==> src/rtl/core_pkg.sv <==
// Shared definitions for the 16-bit pipelined core: widths, opcodes, fetch FSM states.
package core_pkg;

  localparam int XLEN = 16;

  localparam logic [4:0] OPC_HALT = 5'b00000;
  localparam logic [4:0] OPC_NOP  = 5'b00001;

  localparam logic [XLEN-1:0] NOP_INSTR = {OPC_NOP, 11'b0};
  localparam logic [XLEN-1:0] PC_RESET  = 16'h0000;

  typedef enum logic [1:0] {
    FETCH,
    HOLD,
    DROP,
    HALTED
  } fetch_state_t;

  // Wraps modulo 2^16 by construction of the return width.
  function automatic logic [XLEN-1:0] pc_inc(input logic [XLEN-1:0] pc);
    return pc + 16'd2;
  endfunction

endpackage

==> src/rtl/if_id_reg.sv <==
// IF/ID pipeline register: flush-to-NOP beats stall-hold, which beats load.
module if_id_reg
  import core_pkg::*;
#(
  parameter logic [XLEN-1:0] NOP = NOP_INSTR
) (
  input  logic            clk,
  input  logic            rst,
  input  logic            load_i,
  input  logic            hold_i,
  input  logic            flush_i,
  input  logic [XLEN-1:0] instr_i,
  input  logic [XLEN-1:0] pc_plus2_i,
  output logic [XLEN-1:0] instr_o,
  output logic [XLEN-1:0] pc_plus2_o,
  output logic            valid_o
);

  logic [XLEN-1:0] instr_q;
  logic [XLEN-1:0] pc_plus2_q;
  logic            valid_q;

  always_ff @(posedge clk) begin
    if (rst || flush_i) begin
      instr_q    <= NOP;
      pc_plus2_q <= '0;
      valid_q    <= 1'b0;
    end else if (load_i && !hold_i) begin
      instr_q    <= instr_i;
      pc_plus2_q <= pc_plus2_i;
      valid_q    <= 1'b1;
    end
  end

  assign instr_o    = instr_q;
  assign pc_plus2_o = pc_plus2_q;
  assign valid_o    = valid_q;

endmodule

==> src/rtl/fetch_stage.sv <==
// Instruction fetch: owns the PC, keeps one request outstanding to a variable-latency
// memory, buffers one word across decode stalls, and handles redirect/HALT flushes.
module fetch_stage
  import core_pkg::*;
#(
  parameter logic [XLEN-1:0] PC_RESET  = core_pkg::PC_RESET,
  parameter logic [XLEN-1:0] NOP_INSTR = core_pkg::NOP_INSTR
) (
  input  logic            clk,
  input  logic            rst,
  output logic            imem_req,
  output logic [XLEN-1:0] imem_addr,
  input  logic            imem_valid,
  input  logic [XLEN-1:0] imem_data,
  input  logic            stall,
  input  logic            redirect,
  input  logic [XLEN-1:0] redirect_pc,
  input  logic            halt_dec,
  output logic [XLEN-1:0] instr,
  output logic [XLEN-1:0] pc_plus2,
  output logic            instr_valid,
  output logic            halted,
  output logic            err
);

  fetch_state_t    state_q, state_d;
  logic [XLEN-1:0] pc_q, pc_d;
  logic [XLEN-1:0] hold_q, hold_d;
  logic            err_q, err_d;
  logic            halted_q, halted_d;

  logic            ifid_load;
  logic            ifid_flush;
  logic [XLEN-1:0] ifid_instr;
  logic [XLEN-1:0] pc_next;

  assign pc_next = pc_inc(pc_q);

  always_ff @(posedge clk) begin
    if (rst) begin
      state_q  <= FETCH;
      pc_q     <= PC_RESET;
      hold_q   <= '0;
      err_q    <= 1'b0;
      halted_q <= 1'b0;
    end else begin
      state_q  <= state_d;
      pc_q     <= pc_d;
      hold_q   <= hold_d;
      err_q    <= err_d;
      halted_q <= halted_d;
    end
  end

  always_comb begin
    state_d    = state_q;
    pc_d       = pc_q;
    hold_d     = hold_q;
    err_d      = err_q;
    halted_d   = halted_q;
    ifid_load  = 1'b0;
    ifid_flush = 1'b0;
    ifid_instr = imem_data;

    if (state_q != HALTED) begin
      if (redirect) begin
        pc_d       = {redirect_pc[XLEN-1:1], 1'b0};
        ifid_flush = 1'b1;
        if (redirect_pc[0]) err_d = 1'b1;
        // A request still in flight will return a word for the old PC; go discard it.
        if ((state_q == FETCH || state_q == DROP) && !imem_valid) state_d = DROP;
        else                                                      state_d = FETCH;
      end else if (halt_dec) begin
        state_d    = HALTED;
        halted_d   = 1'b1;
        ifid_flush = 1'b1;
      end else begin
        case (state_q)
          FETCH: begin
            if (imem_valid) begin
              if (stall) begin
                hold_d  = imem_data;
                state_d = HOLD;
              end else begin
                ifid_load = 1'b1;
                pc_d      = pc_next;
              end
            end
          end
          HOLD: begin
            if (!stall) begin
              ifid_load  = 1'b1;
              ifid_instr = hold_q;
              pc_d       = pc_next;
              state_d    = FETCH;
            end
          end
          DROP: begin
            if (imem_valid) state_d = FETCH;
          end
          default: ;
        endcase
      end
    end
  end

  if_id_reg #(
    .NOP(NOP_INSTR)
  ) u_if_id (
    .clk        (clk),
    .rst        (rst),
    .load_i     (ifid_load),
    .hold_i     (stall),
    .flush_i    (ifid_flush),
    .instr_i    (ifid_instr),
    .pc_plus2_i (pc_next),
    .instr_o    (instr),
    .pc_plus2_o (pc_plus2),
    .valid_o    (instr_valid)
  );

  assign imem_req  = (state_q == FETCH || state_q == DROP) && !rst;
  assign imem_addr = pc_q;
  assign halted    = halted_q;
  assign err       = err_q;

endmodule
==> config.mk <==
export PLATFORM = sky130hd
export DESIGN_NAME = fetch_stage
export DESIGN_NICKNAME = d
export VERILOG_FILES = /design/src/rtl/core_pkg.sv /design/src/rtl/if_id_reg.sv /design/src/rtl/fetch_stage.sv
export SDC_FILE = /design/constraint.sdc
export NUM_CORES = 1
export LEC_CHECK = 0
export ABC_AREA = 1
export CORE_UTILIZATION = 25
export CTS_CLUSTER_SIZE = 40
export DETAILED_ROUTE_END_ITERATION = 16
export PLACE_DENSITY = 0.48
export SLEW_MARGIN = 20
export SYNTH_ARGS = -nofsm -noshare
export SYNTH_HDL_FRONTEND = slang
export SYNTH_SLANG_ARGS = --single-unit
export TNS_END_PERCENT = 20
==> constraint.sdc <==
create_clock -name clk -period 1.9 [get_ports clk]
set_clock_uncertainty 0.2 [all_clocks]
set_input_delay 0.475 -clock clk [delete_from_list [all_inputs] [get_ports clk]]
set_output_delay 0.475 -clock clk [all_outputs]
set_load 0.05 [all_outputs]
# ---- After elaboration in Yosys (flattened, before gate mapping)
# Cells that the tools add are included.
dict set report totals {
  reg_bits 69
  wordCells 63
  out_inout_bits 52
  input_bits 38
}
dict set report op_classes {
  eq_ne 9
  bitwise_logic 2
  n_reduce_logical 16
  mux 27
  n_addsub 1
}
# operator count
set ops {}
lappend ops {{16-bit 2-to-1 mux} 9}
lappend ops {{16-bit case mux with 2 select lines} 1}
lappend ops {{16-bit by 2-bit adder with 16-bit output (second input constant)} 1}
lappend ops {{4-bit != test (second input constant)} 4}
lappend ops {{2-bit 2-to-1 mux} 7}
lappend ops {{1-bit 2-to-1 mux} 8}
lappend ops {{2-bit case mux with 3 select lines} 1}
lappend ops {{3-bit AND reduction} 2}
lappend ops {{6-bit AND reduction} 1}
lappend ops {{5-bit AND reduction} 1}
lappend ops {{5-bit nonzero test} 1}
lappend ops {{2-bit != test (second input constant)} 2}
lappend ops {{4-bit AND reduction} 1}
lappend ops {{1-bit logical AND} 3}
lappend ops {{1-bit zero test} 3}
lappend ops {{3-bit != test (second input constant)} 1}
lappend ops {{3-bit nonzero test} 1}
lappend ops {{2-bit by 1-bit == test with 1-bit output (second input constant)} 1}
lappend ops {{2-bit == test (second input constant)} 1}
lappend ops {{2-bit zero test} 1}
lappend ops {{1-bit logical OR} 2}
lappend ops {{1-bit inverter} 2}
lappend ops {{1-bit case mux with 2 select lines} 1}

# ---- Depth between registers and ports, before layout
# Gate-level depths: netlist (run 1).
dict set report depth {
  word_depth 7
  ltp_mapped 10
  depth_no_buf 10
}

# ---- Modules after synthesis
# From an unflattened synthesis (run 1), not the netlist that was laid out.
dict set report unflattened {
  cells_unflattened 574
  hier_area_um2 3786.1
}
# mod seq_area_each_um2 n_inst cells_each area_per_inst_um2
set modules_own_cells {}
lappend modules_own_cells {fetch_stage 700.7 1 363 2346.0}
lappend modules_own_cells {if_id_reg 660.6 1 211 1440.1}

# ---- Worst setup path before layout (run 1)
# OpenSTA, ideal clock, no wires.
dict set report synth_timing {
  kind {input port to output port}
  start {input rst}
  end {output imem_req}
  cell_stages 3
  arrival_ps 1534
  setup_slack_ps -309
  cell_sequence {clkbuf_1 -> buf_1 -> nor2_1}
}
dict set report synth_between {
  elab_chain_len 2
}
# item line_no
set synth_rtl {}
lappend synth_rtl {{from (decl)} fetch_stage.sv:10} ;# input logic rst,
lappend synth_rtl {{1-bit zero test} fetch_stage.sv:122} ;# assign imem_req = (state_q == FETCH || state_q == DROP) && !rst;
lappend synth_rtl {{1-bit logical AND} fetch_stage.sv:122}
lappend synth_rtl {{to (decl)} fetch_stage.sv:11} ;# output logic imem_req,
# No other way between the ends.

# ---- Worst setup path in the final report (run 1)
dict set report layout_timing {
  start {register state_q[1]}
  end {output imem_req}
}
dict set report layout_between {
  elab_chain_len 3
}
# item line_no
set layout_rtl {}
lappend layout_rtl {{from (decl)} fetch_stage.sv:26} ;# fetch_state_t state_q, state_d;
lappend layout_rtl {{from (signal assigned)} fetch_stage.sv:47} ;# state_q <= state_d;
lappend layout_rtl {{2-bit == test / 2-bit zero test (equally long branches)} fetch_stage.sv:122}
lappend layout_rtl {{1-bit logical OR (*)} fetch_stage.sv:122}
lappend layout_rtl {{1-bit logical AND (*)} fetch_stage.sv:122}
# Every way passes the cells marked *; elsewhere a longest branch is shown, timed or not.

==> impl_metrics.prom, run 1 <==
# TYPE chip_impl_metric gauge
chip_impl_info{name="status",value="finished with violations"} 1
chip_impl_info{name="failing_checks",value="setup timing"} 1
chip_impl_metric{name="routed_wl",unit="um"} 10300
chip_impl_info{name="yosys.area.top_type",value="dfxtp_1"} 1
chip_impl_metric{name="reg2reg_depth",unit=""} 10
chip_impl_metric{name="antenna_left",unit=""} 0
chip_impl_info{name="worstHoldEndpoint",value="hold_q[11]$_SDFFE_PP0P_"} 1
chip_impl_metric{name="first_pass_grt_wire_length",unit="um"} 17100
chip_impl_metric{name="synthDistinctLibCells",unit=""} 33
chip_impl_info{name="cts-root-buf",value="clkbuf_16"} 1
chip_impl_metric{name="io-pin-count",unit=""} 90
chip_impl_info{name="timing.critical_path.slowest_stage_cell",value="dfxtp_4"} 1
chip_impl_metric{name="core",unit="mm2"} 0.0135
chip_impl_metric{name="postLayoutSetupSlackWorst",unit="ns"} -0.0252
chip_impl_metric{name="tritoncts_buffer_count",unit=""} 9
chip_impl_metric{name="maxSlewViolCount",unit=""} 0
chip_impl_metric{name="worstPathRequired",unit="ns"} 1.22
chip_impl_metric{name="post-route-min-period",unit="ns"} 1.93
chip_impl_metric{name="detailroute.via_count",unit=""} 3515
chip_impl_metric{name="critical_path_buf_inv_count",unit=""} 2
chip_impl_info{name="mostFrequentLayoutCell",value="nand2_1"} 1
chip_impl_info{name="reg2reg_to",value="u_if_id.instr_o[15]$_SDFFE_PP0P_"} 1
chip_impl_metric{name="vias_per_cell",unit=""} 4.36
chip_impl_metric{name="area.growth.synth_to_final",unit="%"} 63.5
chip_impl_info{name="worstSetupStartpointType",value="register"} 1
chip_impl_info{name="path_delay_family",value="flip-flops"} 1
chip_impl_metric{name="dr.pass1.iters",unit=""} 4
chip_impl_metric{name="dieArea",unit="mm2"} 0.0144
chip_impl_metric{name="grt_pass1_vias",unit=""} 3474
chip_impl_metric{name="layout-drive-gt1-share",unit="%"} 20.4
chip_impl_metric{name="ys_seq_elements",unit=""} 67
chip_impl_metric{name="critical_path_peak_fanout",unit=""} 3
chip_impl_metric{name="slowest_delay",unit="ns"} 0.38
chip_impl_metric{name="clock_path_buffers",unit=""} 2
chip_impl_metric{name="cts.htree.levels",unit=""} 3
chip_impl_info{name="critical_path.endpoint_type",value="output pin"} 1
chip_impl_metric{name="num_antenna_cells",unit=""} 0
chip_impl_info{name="critical_path_class",value="register to output pin"} 1
chip_impl_metric{name="worst_setup_hold_path_clk_slew",unit="ns"} 0.05
chip_impl_metric{name="cp.arrival",unit="ns"} 1.25
chip_impl_info{name="worst_r2r_startpoint",value="state_q[1]$_SDFFE_PP0P_"} 1
chip_impl_metric{name="gr-total-overflow",unit=""} 0
chip_impl_metric{name="report.power.total",unit="mW"} 4.58
chip_impl_metric{name="synth_seq_area_share",unit="%"} 38.4
chip_impl_metric{name="die_height",unit="um"} 120
chip_impl_info{name="critPathMostFrequentCell",value="nor2_4"} 1
chip_impl_metric{name="die_width",unit="um"} 120
chip_impl_info{name="crit_path_cell_trace",value="inv_4, ha_4, nor2_4, nor2_4, buf_12"} 1
chip_impl_metric{name="max_freq",unit="MHz"} 519
chip_impl_metric{name="fin_worst_hold_slack",unit="ns"} 0.261
chip_impl_metric{name="antenna_violations_before_repair",unit=""} 0
chip_impl_metric{name="clock_sink_count",unit=""} 67
chip_impl_metric{name="vdd.ir_drop.worst",unit="mV"} 0.411
chip_impl_metric{name="grt_max_degree",unit=""} 33
chip_impl_metric{name="place_worst_setup_slack",unit="ns"} -0.330
chip_impl_info{name="final_cell_mix",value="nand2_1 (134), nor2_1 (70), dfxtp_1 (63)"} 1
chip_impl_metric{name="drt_iter0_drc",unit=""} 209
chip_impl_metric{name="routedWlPerCell",unit="um"} 12.8
chip_impl_metric{name="synthCells",unit=""} 514
chip_impl_metric{name="initial_core_util",unit="%"} 25.9
chip_impl_metric{name="clock_latency_reported_for_the_late_side_of_the_worst_skew_pair",unit="ns"} 0.33
chip_impl_info{name="worstHoldPathType",value="register to register"} 1
chip_impl_metric{name="synth.cell_area",unit="mm2"} 0.00349
chip_impl_metric{name="setup_viol_count_final",unit=""} 1
chip_impl_metric{name="place.detailed.hpwl",unit="um"} 7890
chip_impl_metric{name="p_leak",unit="nW"} 2.48
chip_impl_info{name="synthTopCellsByArea",value="dfxtp_1 (38%), nand2_1 (14%), nor2_1 (7.7%)"} 1
chip_impl_metric{name="last_weighted_congestion_value_of_the_routability_driven_placer",unit=""} 0.870
chip_impl_metric{name="drc_errors",unit=""} 0
chip_impl_metric{name="cell_row_count",unit=""} 42
chip_impl_metric{name="yosys_warnings",unit=""} 0
chip_impl_metric{name="io_buffers",unit=""} 87
chip_impl_metric{name="hold-path-cell-count",unit=""} 2
chip_impl_metric{name="post_cts_hold_buffer_count",unit=""} 0
chip_impl_metric{name="worst-r2r-setup-slack",unit="ns"} 0.12
chip_impl_metric{name="timing.max_cap.violations",unit=""} 0
chip_impl_metric{name="grt_use_total",unit="%"} 15.1
chip_impl_metric{name="power-per-cell-area",unit="mW/mm2"} 803
chip_impl_info{name="rsz0062_at_grt",value="true"} 1
chip_impl_info{name="worst_hold_startpoint",value="hold_q[11]$_SDFFE_PP0P_"} 1
chip_impl_info{name="tritoncts",value="done"} 1
chip_impl_metric{name="post-route-period-util",unit="%"} 101
chip_impl_metric{name="synth.top_cell.area_share",unit="%"} 38.4
chip_impl_metric{name="nets",unit=""} 669
chip_impl_metric{name="report.final.hold_viol_count",unit=""} 0
chip_impl_metric{name="postSynthAreaPerCell",unit="um2"} 6.79
kinds of logic (layout without fill, tap and decap cells):
family | after synthesis | count (layout) | share of synthesized area, %
adders and majority gates | 5 | 5 | 1.79
muxes | 15 | 15 | 4.30
DFF | 67 | 67 | 38.4
xor gates and xnor gates | 4 | 4 | 1.00
and+or+nand+nor | 258 | 258 | 31.6
buffers and inverters | 69 | 185 | 8.68
AOI/OAI and AO/OA | 95 | 95 | 14.1
other | 1 | 2 | 0.107
report_power, final:
part / switching [mW] / internal, mW
Clock: 0.628 / 1.29
Combinational: 0.595 / 0.518
Sequential: 0.0842 / 1.47
Total: 1.31 / 3.28
cells in the mapped netlist:
cell	instances
nand4_1	5
a21oi_1	43
nand2_1	134
nor2_1	72
xor2_1	4
clkbuf_2	2
or2_0	13
a31oi_1	1
o21bai_1	1
conb_1	1
nand3_1	23
buf_6	1
buf_4	4
buf_2	11
nor2_8	1
buf_1	1
o21ai_1	1
ha_1	5
dfxtp_1	67
inv_2	3
clkinv_4	1
mux2i_1	15
o21ai_0	44
o21a_1	5
or2_2	3
nand2_2	2
nand3_2	2
nand4_2	1
clkinv_1	1
clkbuf_1	7
nand2_4	1
or2_1	1
inv_1	38
routing by layer:
layer | up-vias | routed length (um) | GRT usage, % | part of all wire, %
met2 | 89 | 4970 | 25.6 | 48
met1 | 1549 | 4770 | 18.7 | 46
met3 | 5 | 509 | 2.95 | 4.9
li1 | 1872 | - | - | -
met4 | 0 | 87 | 5.94 | 0.84
met5 | - | 0 | 0 | 0
worst min-delay path: cells and delay by family (launching register included):
| kind | cells | cell delay, ns |
|---|---|---|
| flops | 1 | 0.30 |
| simple gates | 1 | 0.06 |
| compound gates | 1 | 0.05 |
metrics by stage:
stage / setup TNS (ns) / area (um2) / instances / util (%)
after floorplan: 0 / 3500 / 515 / -
after global placement: -14.79 / 5270 / 787 / 39.2
after detailed placement: -16.64 / 5270 / 787 / 39.2
after CTS: -0.0233 / 5670 / 804 / 42.1
after global routing: -0.0597 / 5710 / 807 / 42.4
final: -0.0252 / 5710 / 807 / 42.4
worst max-delay path by stage:
stage,startpoint,cells past startpoint,end
floorplan,rst,3,imem_req
detailed placement,redirect,8,imem_addr[7]$_SDFFE_PP0P_
global route,state_q[1]$_SDFFE_PP0P_,5,imem_req
CTS,state_q[0]$_SDFFE_PP0P_,5,imem_req
finish,state_q[1]$_SDFFE_PP0P_,5,imem_req
global placement,redirect,9,u_if_id.instr_o[15]$_SDFFE_PP0P_
cell type report:
type                    instances  area (um2)
fillers                      1370        7750
multi-input cells             379        1900
repair buffers                126        1720
flip-flops and latches         67        1350
clock buffers                  10         229
well taps                     176         220
inverters                      43         171
clock inverters                 6         113
state kept, by name (all words and copies together) (netlist names):
name                count
halted                  1
hold_q                 16
err                     1
imem_addr              15
u_if_id.pc_plus2_o     15
u_if_id.valid_o         1
u_if_id.instr_o        16
state_q                 2
what timing repair did:
action / CTS / global route
buffers inserted: 1 / 3
gates resized for setup: 16 / 10
setup endpoints to repair: 1 / 40
pin swaps: 3 / 3
Power figures use the tool's default switching activity.
==> run 2: changes to the inputs <==
--- a/config.mk
+++ b/config.mk
@@ -6,10 +6,10 @@
 export NUM_CORES = 1
 export LEC_CHECK = 0
 export ABC_AREA = 1
-export CORE_UTILIZATION = 25
+export CORE_UTILIZATION = 48
 export CTS_CLUSTER_SIZE = 40
 export DETAILED_ROUTE_END_ITERATION = 16
-export PLACE_DENSITY = 0.48
+export PLACE_DENSITY = 0.8
 export SLEW_MARGIN = 20
 export SYNTH_ARGS = -nofsm -noshare
 export SYNTH_HDL_FRONTEND = slang
==> impl_metrics.prom, run 2 (synthesis results as in run 1) <==
# TYPE chip_impl_metric gauge
chip_impl_metric{name="post-route-period-util",unit="%"} 103
chip_impl_metric{name="grt_pass1_vias",unit=""} 3490
chip_impl_info{name="tritoncts",value="done"} 1
chip_impl_metric{name="last_weighted_congestion_value_of_the_routability_driven_placer",unit=""} 0.873
chip_impl_info{name="path_delay_family",value="flip-flops"} 1
chip_impl_metric{name="post_cts_hold_buffer_count",unit=""} 0
chip_impl_metric{name="dr.pass1.iters",unit=""} 5
chip_impl_metric{name="cts.htree.levels",unit=""} 3
chip_impl_metric{name="report.final.hold_viol_count",unit=""} 0
chip_impl_metric{name="clock_latency_reported_for_the_late_side_of_the_worst_skew_pair",unit="ns"} 0.36
chip_impl_metric{name="initial_core_util",unit="%"} 50.5
chip_impl_info{name="worstSetupStartpointType",value="register"} 1
chip_impl_metric{name="power.sequential.fraction",unit="%"} 41.0
chip_impl_metric{name="power_report.internal_total",unit="mW"} 2.56
chip_impl_metric{name="final_cells",unit=""} 719
chip_impl_metric{name="p_leak",unit="nW"} 2.33
chip_impl_info{name="worstHoldPathType",value="register to register"} 1
chip_impl_metric{name="postLayoutCoreUtil",unit="%"} 77.1
chip_impl_metric{name="io_buffers",unit=""} 87
chip_impl_metric{name="setup_viol_count_final",unit=""} 1
chip_impl_info{name="failing_checks",value="setup timing"} 1
chip_impl_info{name="timing.critical_path.slowest_stage_cell",value="dfxtp_4"} 1
chip_impl_metric{name="critical_path_buf_inv_count",unit=""} 2
chip_impl_metric{name="post-route-min-period",unit="ns"} 1.95
chip_impl_metric{name="antenna_left",unit=""} 0
chip_impl_metric{name="routedWlPerCell",unit="um"} 13.9
chip_impl_metric{name="layout.filler_cells",unit=""} 502
chip_impl_metric{name="drt_iter0_drc",unit=""} 262
chip_impl_info{name="status",value="finished with violations"} 1
chip_impl_metric{name="clock_path_buffers",unit=""} 2
chip_impl_metric{name="core",unit="mm2"} 0.00691
chip_impl_info{name="worst_hold_startpoint",value="hold_q[2]$_SDFFE_PP0P_"} 1
chip_impl_metric{name="detailroute.via_count",unit=""} 3784
chip_impl_metric{name="gr-total-overflow",unit=""} 0
chip_impl_metric{name="timing.max_cap.violations",unit=""} 0
chip_impl_metric{name="cell_row_count",unit=""} 30
chip_impl_metric{name="postLayoutSetupSlackWorst",unit="ns"} -0.0491
chip_impl_metric{name="routed_wl",unit="um"} 9990
chip_impl_metric{name="vias_per_cell",unit=""} 5.26
chip_impl_metric{name="power.switching_fraction",unit="%"} 32.9
chip_impl_metric{name="worstPathRequired",unit="ns"} 1.22
chip_impl_metric{name="critical_path_peak_fanout",unit=""} 3
chip_impl_metric{name="worst_setup_hold_path_clk_slew",unit="ns"} 0.07
chip_impl_metric{name="netSwitchingPower",unit="mW"} 1.26
chip_impl_metric{name="cp.arrival",unit="ns"} 1.27
chip_impl_metric{name="clockPowerShare",unit="%"} 30.6
chip_impl_info{name="critPathMostFrequentCell",value="nor2_4"} 1
chip_impl_metric{name="antenna_violations_before_repair",unit=""} 0
chip_impl_metric{name="vdd.ir_drop.worst",unit="mV"} 0.510
chip_impl_metric{name="num_antenna_cells",unit=""} 0
chip_impl_metric{name="area.growth.synth_to_final",unit="%"} 52.6
chip_impl_metric{name="die_width",unit="um"} 87.3
chip_impl_metric{name="nets",unit=""} 661
chip_impl_info{name="rsz0062_at_grt",value="true"} 1
chip_impl_metric{name="die_height",unit="um"} 87.3
chip_impl_metric{name="slowest_delay",unit="ns"} 0.37
chip_impl_metric{name="place_worst_setup_slack",unit="ns"} -0.347
chip_impl_info{name="worstHoldEndpoint",value="hold_q[2]$_SDFFE_PP0P_"} 1
chip_impl_info{name="critical_path.endpoint_type",value="output pin"} 1
chip_impl_metric{name="grt_max_degree",unit=""} 32
chip_impl_metric{name="hold-path-cell-count",unit=""} 2
chip_impl_metric{name="io-pin-count",unit=""} 90
chip_impl_info{name="crit_path_cell_trace",value="inv_4, ha_4, nor2_4, nor2_4, buf_12"} 1
chip_impl_info{name="final_cell_mix",value="nand2_1 (134), nor2_1 (69), dfxtp_1 (63)"} 1
chip_impl_metric{name="placedCellCount",unit=""} 698
chip_impl_metric{name="clock_sink_count",unit=""} 67
chip_impl_metric{name="max_freq",unit="MHz"} 513
chip_impl_metric{name="power-per-cell-area",unit="mW/mm2"} 717
chip_impl_metric{name="reg2reg_depth",unit=""} 10
chip_impl_metric{name="dieArea",unit="mm2"} 0.00762
chip_impl_metric{name="place.detailed.hpwl",unit="um"} 7380
chip_impl_metric{name="drc_errors",unit=""} 0
chip_impl_metric{name="layout-drive-gt1-share",unit="%"} 19.6
chip_impl_info{name="cts-root-buf",value="clkbuf_8"} 1
chip_impl_info{name="mostFrequentLayoutCell",value="nand2_1"} 1
chip_impl_metric{name="first_pass_grt_wire_length",unit="um"} 16000
chip_impl_info{name="critical_path_class",value="register to output pin"} 1
chip_impl_info{name="reg2reg_to",value="u_if_id.instr_o[12]$_SDFFE_PP0P_"} 1
chip_impl_metric{name="worst-r2r-setup-slack",unit="ns"} 0.07
chip_impl_metric{name="maxSlewViolCount",unit=""} 0
chip_impl_metric{name="grt_use_total",unit="%"} 27.2
chip_impl_metric{name="power.share.combinational",unit="%"} 28.4
chip_impl_metric{name="tritoncts_buffer_count",unit=""} 9
chip_impl_info{name="worst_r2r_startpoint",value="state_q[1]$_SDFFE_PP0P_"} 1
==> run 2: cell types whose count changed in the layout (fill, tap and decap cells not counted), moves of 2 or more <==
cell | before | now
clkbuf_16 | 9 | 0
bufinv_16 | 3 | 1
o21ai_0 | 38 | 41
buf_12 | 54 | 48
o21ai_1 | 7 | 4
clkbuf_8 | 0 | 9
clkinvlp_4 | 0 | 3
==> run 2: what timing repair did <==
action | 4_1_cts | 5_1_grt
setup buffers | 4 | 1
endpoints found under the setup margin | 3 | 39
pin swaps | 2 | 1
gates resized for setup | 11 | 14
==> run 2: worst max path at each step <==
stage,start,to,slack (ns),depth (start not counted)
after floorplan,rst,imem_req,0.005,3
after global placement,redirect,hold_q[7]$_SDFFE_PP0P_,-0.29,8
after detailed placement,redirect,hold_q[15]$_SDFFE_PP0P_,-0.35,8
after CTS,state_q[0]$_SDFFE_PP0P_,imem_req,-0.05,5
after global routing,state_q[1]$_SDFFE_PP0P_,imem_req,-0.1,5
final,state_q[0]$_SDFFE_PP0P_,imem_req,-0.05,5
==> run 2: area by class of cell <==
type | instances | area, um2 | share of cell area (%)
clock buffer | 10 | 128 | 2.40
timing repair buffer | 118 | 1580 | 29.7
clock inverter | 6 | 66.3 | 1.25
tap | 96 | 120 | 2.26
multi-input combinational | 379 | 1900 | 35.7
sequential | 67 | 1350 | 25.4
inverter | 43 | 174 | 3.27
==> run 2: tightest hold or removal path, cell delays in order, from the launching register on <==
cell	delay (ns)
dfxtp_1	0.31
nand2_1	0.06
a21oi_1	0.05
==> run 2: stage by stage <==
step	power [mW]	hold WS, ns	setup TNS, ns	cell area [um2]
floorplan	2.13	0.242	0	3500
global placement	2.57	0.248	-14.77	5030
detailed placement	2.60	0.254	-16.01	5030
CTS	3.80	0.266	-0.0535	5280
global route	3.97	0.277	-0.109	5330
finish	3.82	0.264	-0.0491	5330
==> run 2: power by group through the flow <==
stage	registers, mW	clock network, mW	logic [mW]
floorplan	1.73	0	0.402
global placement	1.58	0	0.985
detailed placement	1.59	0	1.01
CTS	1.56	1.18	1.06
global route	1.57	1.24	1.16
finish	1.56	1.17	1.08
==> run 2: layer usage <==
layer | vias to the layer above | share of wire (%) | global-route usage [%]
met5 | - | 0 | 0
met4 | 0 | 3.4 | 13.7
met3 | 32 | 6.6 | 5.59
met2 | 185 | 50 | 47.2
met1 | 1727 | 40 | 31.7
li1 | 1840 | - | -
